==> src/rtl/sclk_sweep_ctrl.sv <==
// Frequency-sweep sequencer for the SCLK divider: steps MAXCOUNT from BASE by DELTA, HOLD SCLK periods per step.
// Optional build macro SWEEP_PINGPONG_EN: continuous mode bounces between the two sweep ends instead of restarting.
module sclk_sweep_ctrl #(
  parameter int CNT_W  = 17,
  parameter int STEPS  = 8,
  parameter int HOLD_W = 8
) (
  input  logic              CLK,
  input  logic              RST_N,
  input  logic              START,
  input  logic              STOP,
  input  logic              MODE,
  input  logic [CNT_W-1:0]  BASE,
  input  logic [CNT_W-1:0]  DELTA,
  input  logic [HOLD_W-1:0] HOLD,
  input  logic              SCLK,
  output logic [CNT_W-1:0]  MAXCOUNT,
  output logic              DIV_EN,
  output logic              BUSY,
  output logic              DONE,
  output logic [7:0]        STEP_IDX
);
  typedef enum logic [1:0] {IDLE, LOAD, RUN} state_t;
  localparam logic [7:0] LAST = 8'(STEPS - 1);

  state_t              state_q, state_d;
  logic [CNT_W-1:0]    maxcount_q, maxcount_d;
  logic [CNT_W-1:0]    base_q, base_d, delta_q, delta_d;
  logic [HOLD_W-1:0]   hold_q, hold_d, hold_cnt_q, hold_cnt_d;
  logic [7:0]          step_idx_q, step_idx_d;
  logic                div_en_q, div_en_d, done_q, done_d, mode_q, mode_d, sclk_q;
  logic                rise;
  logic [CNT_W-1:0]    mc_dn;
`ifdef SWEEP_PINGPONG_EN
  logic                dir_q, dir_d;
  logic [CNT_W:0]      mc_sum;
  logic [CNT_W-1:0]    mc_up;
`endif

  assign rise  = SCLK & ~sclk_q;
  // Saturating step down: the divider must never see a maxcount of 0.
  assign mc_dn = (maxcount_q > delta_q) ? maxcount_q - delta_q : CNT_W'(1);
`ifdef SWEEP_PINGPONG_EN
  assign mc_sum = {1'b0, maxcount_q} + {1'b0, delta_q};
  assign mc_up  = mc_sum[CNT_W] ? '1 : mc_sum[CNT_W-1:0];
`endif

  always_comb begin
    state_d    = state_q;
    maxcount_d = maxcount_q;
    base_d     = base_q;
    delta_d    = delta_q;
    hold_d     = hold_q;
    mode_d     = mode_q;
    hold_cnt_d = hold_cnt_q;
    step_idx_d = step_idx_q;
    div_en_d   = div_en_q;
    done_d     = 1'b0;
`ifdef SWEEP_PINGPONG_EN
    dir_d      = dir_q;
`endif
    case (state_q)
      IDLE: if (START && !STOP) begin
        base_d  = (BASE == '0) ? CNT_W'(1) : BASE;
        delta_d = DELTA;
        hold_d  = (HOLD == '0) ? HOLD_W'(1) : HOLD;
        mode_d  = MODE;
        state_d = LOAD;
      end
      LOAD: begin
        maxcount_d = base_q;
        step_idx_d = '0;
        hold_cnt_d = '0;
        div_en_d   = 1'b1;
        state_d    = RUN;
`ifdef SWEEP_PINGPONG_EN
        dir_d      = 1'b0;
`endif
      end
      RUN: if (rise) begin
        if (hold_cnt_q == hold_q - HOLD_W'(1)) begin
          hold_cnt_d = '0;
`ifdef SWEEP_PINGPONG_EN
          if (dir_q) begin
            if (step_idx_q != 8'd0) begin
              step_idx_d = step_idx_q - 8'd1;
              maxcount_d = mc_up;
            end else begin
              dir_d      = 1'b0;
              step_idx_d = step_idx_q + 8'd1;
              maxcount_d = mc_dn;
            end
          end else if (step_idx_q != LAST) begin
            step_idx_d = step_idx_q + 8'd1;
            maxcount_d = mc_dn;
          end else if (mode_q) begin
            dir_d      = 1'b1;
            step_idx_d = step_idx_q - 8'd1;
            maxcount_d = mc_up;
          end else begin
            div_en_d = 1'b0;
            done_d   = 1'b1;
            state_d  = IDLE;
          end
`else
          if (step_idx_q != LAST) begin
            step_idx_d = step_idx_q + 8'd1;
            maxcount_d = mc_dn;
          end else if (mode_q) begin
            step_idx_d = '0;
            maxcount_d = base_q;
          end else begin
            div_en_d = 1'b0;
            done_d   = 1'b1;
            state_d  = IDLE;
          end
`endif
        end else begin
          hold_cnt_d = hold_cnt_q + HOLD_W'(1);
        end
      end
      default: state_d = IDLE;
    endcase
    // Abort overrides everything, including a simultaneous end-of-pass.
    if (STOP) begin
      state_d  = IDLE;
      div_en_d = 1'b0;
      done_d   = 1'b0;
    end
  end

  always_ff @(posedge CLK or negedge RST_N) begin
    if (!RST_N) begin
      state_q    <= IDLE;
      maxcount_q <= CNT_W'(1);
      base_q     <= CNT_W'(1);
      delta_q    <= '0;
      hold_q     <= HOLD_W'(1);
      mode_q     <= 1'b0;
      hold_cnt_q <= '0;
      step_idx_q <= '0;
      div_en_q   <= 1'b0;
      done_q     <= 1'b0;
      sclk_q     <= 1'b0;
`ifdef SWEEP_PINGPONG_EN
      dir_q      <= 1'b0;
`endif
    end else begin
      state_q    <= state_d;
      maxcount_q <= maxcount_d;
      base_q     <= base_d;
      delta_q    <= delta_d;
      hold_q     <= hold_d;
      mode_q     <= mode_d;
      hold_cnt_q <= hold_cnt_d;
      step_idx_q <= step_idx_d;
      div_en_q   <= div_en_d;
      done_q     <= done_d;
      sclk_q     <= SCLK;
`ifdef SWEEP_PINGPONG_EN
      dir_q      <= dir_d;
`endif
    end
  end

  assign MAXCOUNT = maxcount_q;
  assign DIV_EN   = div_en_q;
  assign BUSY     = (state_q != IDLE);
  assign DONE     = done_q;
  assign STEP_IDX = step_idx_q;
endmodule

==> config.mk <==
export PLATFORM = sky130hd
export DESIGN_NAME = sclk_sweep_ctrl
export DESIGN_NICKNAME = d
export VERILOG_FILES = /design/src/rtl/sclk_sweep_ctrl.sv
export SDC_FILE = /design/constraint.sdc
export NUM_CORES = 1
export LEC_CHECK = 0
export ABC_CLOCK_PERIOD_IN_PS = 3000
export CORE_MARGIN = 5
export CORE_UTILIZATION = 33
export DETAILED_ROUTE_END_ITERATION = 6
export DONT_BUFFER_PORTS = 1
export PLACE_DENSITY = 0.51
export SLEW_MARGIN = 20
export SYNTH_ARGS = -nofsm -noshare
export SYNTH_HDL_FRONTEND = slang
export SYNTH_SLANG_ARGS = --single-unit
==> constraint.sdc <==
create_clock -name CLK -period 3 [get_ports CLK]
set_input_delay 0.45 -clock CLK [delete_from_list [all_inputs] [get_ports CLK]]
set_output_delay 0.45 -clock CLK [all_outputs]
set_load 0.05 [all_outputs]
==> results_dict.tcl <==
set metrics [dict create \
    nets 581 \
    critPathMaxStageDelay_ns 0.46 \
    yosys.area_share.simple 0.157 \
    ff2ff_setup_slack_ns 0.28 \
    holdCritPathClass "primary input to async pin" \
    intPower_mw 2.75 \
    row_count 43 \
    core-area_mm2 0.0140 \
    cts_sinks 81 \
    p_sw_frac 0.403 \
    syn_to_final_growth_pct 14.5 \
    grt_overflow 0 \
    chipWidth_um 130 \
    worstSetupEndpointType "flop" \
    p_switching_mw 1.85 \
    clock_path_buffers 2 \
    yosysWarnings 0 \
    synthFlopType "dfrtp_1" \
    path_cells "inv_1, ha_1, nor2b_1, o31ai_1, a21oi_2, a31oi_4, a2111oi_4, buf_4, a32o_1, mux2_4" \
    synth_top_family_by_area "compound AO/OA/AOI/OAI gates" \
    insertedDiodeCount 0 \
    fin_cells 696 \
    pin_count 76 \
    die_h_um 130 \
    slowest_stage "o31ai_1" \
    post-route-period-util 0.906 \
    crit_path_start_kind "flop" \
    vias_per_cell 5.31 \
    multi_input_area_mm2 0.00248 \
    drt_first_pass_iters 4 \
    outcome "completed" \
    skew_ns 0.00931 \
    synth_fa_ha_area_frac 0.0570 \
    syn_inst 489 \
    worstSkewPairLatency_ns 0.34 \
    synth.net_count 558 \
    hold_ws_ns 0.0142 \
    maxCapViolCount 0 \
    clock.fmax_ghz 0.368 \
    rr_startpoint "delta_q[1]" \
    period_needed_ns 2.72 \
    cp.arrival_ns 2.94 \
    synthArstFlopShare 1.00 \
    yosysMostFrequentCell "dfrtp_1" \
    grt_start_max_net_pins 82 \
    yosysSeqAreaShare 0.428 \
    synth_mux_area_frac 0.0697 \
    synth.distinct_cells 64 \
    setup_viol 0 \
    regArea_mm2 0.00203 \
    antenna_found_initial 0 \
    grtUsageTotal 0.152 \
    yosys.area.top_type "dfrtp_1" \
    p_seq_frac 0.318 \
    drt_wl_total_um 12100 \
    synth_area_mm2 0.00474 \
    relSlewSlack 0.542 \
    dpl.hpwl_um 9050 \
    initialDrtViolationCount 134 \
    wl_per_cell_um 17.4 \
    crit_path_max_fanout 5 \
    leakagePower_nw 2.32 \
    grt_pass1_wl_um 20000 \
    path_buf_inv 2 \
    placedCellCount 680 \
    crit_type "flop to flop" \
    tightest_slew_ns 0.680 \
    fin_ws_ns 0.283 \
    p_total_mw 4.60 \
    grt_pass1_vias 3933 \
    gp_congestion 0.807 \
    rsz0062_at_grt "no" \
    portBuffers 0 \
    syn_avg_cell_area_um2 9.69 \
    ir_worst_vdd_uv 357 \
    r2r_cells 10 \
    postCtsSetupBuffers 0 \
    synth_common_cells "dfrtp_1, o21ai_0, nand2_1" \
    initial_core_util 0.339 \
    cts_buffers 9 \
    cp_top_family "compound AO/OA/AOI/OAI gates" \
    place_ws_ns 0.292 \
    synth_edf_count 0 \
    crit_required_ns 3.23 \
    setup_tns_ns 0 \
    die_area_mm2 0.0169 \
    path_clk_slew_ns 0.06 \
    synthXorXnorAreaFrac 0.0407 \
    synth.area.top_cells "dfrtp_1, mux2_2, o21ai_0" \
    synth_compound_area_frac 0.199 \
    clkPwrFrac 0.239 \
    drc 0 \
    drt.antenna.violating_nets 0 \
    htreeDepth 3 \
    n_fill_cell 1400 \
    ys_ff_latch 81 \
    power_density_mw_per_mm2 848 \
    drv_slew 0 \
    vias 3694 \
    netlist.area_leader.share 0.412 \
    reg2reg_to "MAXCOUNT[9]" \
    cts-root-buf "clkbuf_16" \
    drive_gt1_frac 0.184 \
    p_comb_frac 0.443 \
    cts_tree "yes" \
    finalHoldViolations 0 \
]
-- logic make-up after synthesis --
| family | Yosys count |
|---|---|
| compound gates | 141 |
| xor+xnor | 22 |
| fa+ha+maj | 21 |
| buf+inv | 55 |
| flops | 81 |
| mux | 29 |
| simple gates | 140 |
-- power by group through the flow --
stage	clock, mW	sequential (mW)	combinational, mW
2_1_floorplan	0	1.74	1.27
3_3_place_gp	0	1.48	2.00
3_5_place_dp	0	1.48	2.02
4_1_cts	1.14	1.47	2.06
5_1_grt	1.18	1.49	2.26
6_report	1.10	1.46	2.04
-- state kept, by name (all words and copies together) (netlist names), 2 cells and up --
signal / flops
MAXCOUNT: 17
STEP_IDX: 8
base_q: 17
delta_q: 17
hold_cnt_q: 8
hold_q: 8
state_q: 2
-- per-stage QoR --
| step | utilization | instance area [um^2] |
|---|---|---|
| 2_1_floorplan | - | 4740 |
| 3_3_place_gp | 0.365 | 5110 |
| 3_5_place_dp | 0.365 | 5110 |
| 4_1_cts | 0.388 | 5430 |
| 5_1_grt | 0.388 | 5430 |
| 6_report | 0.388 | 5430 |
-- worst max-delay path by stage --
stage | from | end | slack, ns | depth (start not counted)
global placement | MAXCOUNT[1] | MAXCOUNT[9] | 0.33 | 9
CTS | delta_q[1] | MAXCOUNT[9] | 0.27 | 10
global route | delta_q[1] | MAXCOUNT[9] | 0.05 | 10
finish | delta_q[1] | MAXCOUNT[9] | 0.28 | 10
detailed placement | delta_q[1] | MAXCOUNT[9] | 0.29 | 10
floorplan | MAXCOUNT[1] | MAXCOUNT[9] | 0.30 | 8
-- layout by cell type (no fill, tap or decap), types with 3 or more instances in the layout --
cell,netlist,final
buf_4,0,29
nand4_1,4,4
or2_2,3,3
a31oi_1,3,3
clkbuf_16,0,9
a22oi_1,5,5
inv_1,35,35
ha_1,20,20
o31ai_1,5,5
o21ai_0,52,52
a21oi_2,3,3
nor3b_1,6,5
dfstp_2,3,3
nor3_1,5,5
mux2i_1,3,3
o21a_1,8,8
a221oi_1,8,8
xnor2_1,13,13
or2_4,3,3
nand3_1,8,8
or3_1,4,4
nor4_1,9,9
dfrtp_1,78,78
nand2_1,46,46
nor2_1,23,23
nor2b_1,7,7
clkbuf_1,10,3
mux2_2,24,24
a21oi_1,28,28
xor2_1,9,9
and3_1,9,9
a211oi_1,4,4
a21o_1,4,4
nand2b_1,3,3
-- layer usage --
metal,track usage,vias to the layer above,share of wire
li1,-,1808,-
met1,0.191,1803,0.44
met2,0.249,75,0.49
met3,0.0512,8,0.058
met4,0.0446,0,0.011
met5,0,-,0
-- repair_timing --
| item | 4_1_cts | 5_1_grt |
|---|---|---|
| endpoints found under the hold margin | 81 | 0 |
| resized for setup | 0 | 0 |
| hold buffers | 1 | 0 |
-- layout make-up --
type                            instances  share of cell area
Sequential cell                        81               0.374
Tap cell                              180              0.0415
Timing Repair Buffer                   31              0.0489
Clock inverter                          2             0.00714
Multi-Input combinational cell        353               0.457
Clock buffer                           13              0.0461
Inverter                               36              0.0249
Note: power is estimated with default switching activity, not from simulation.
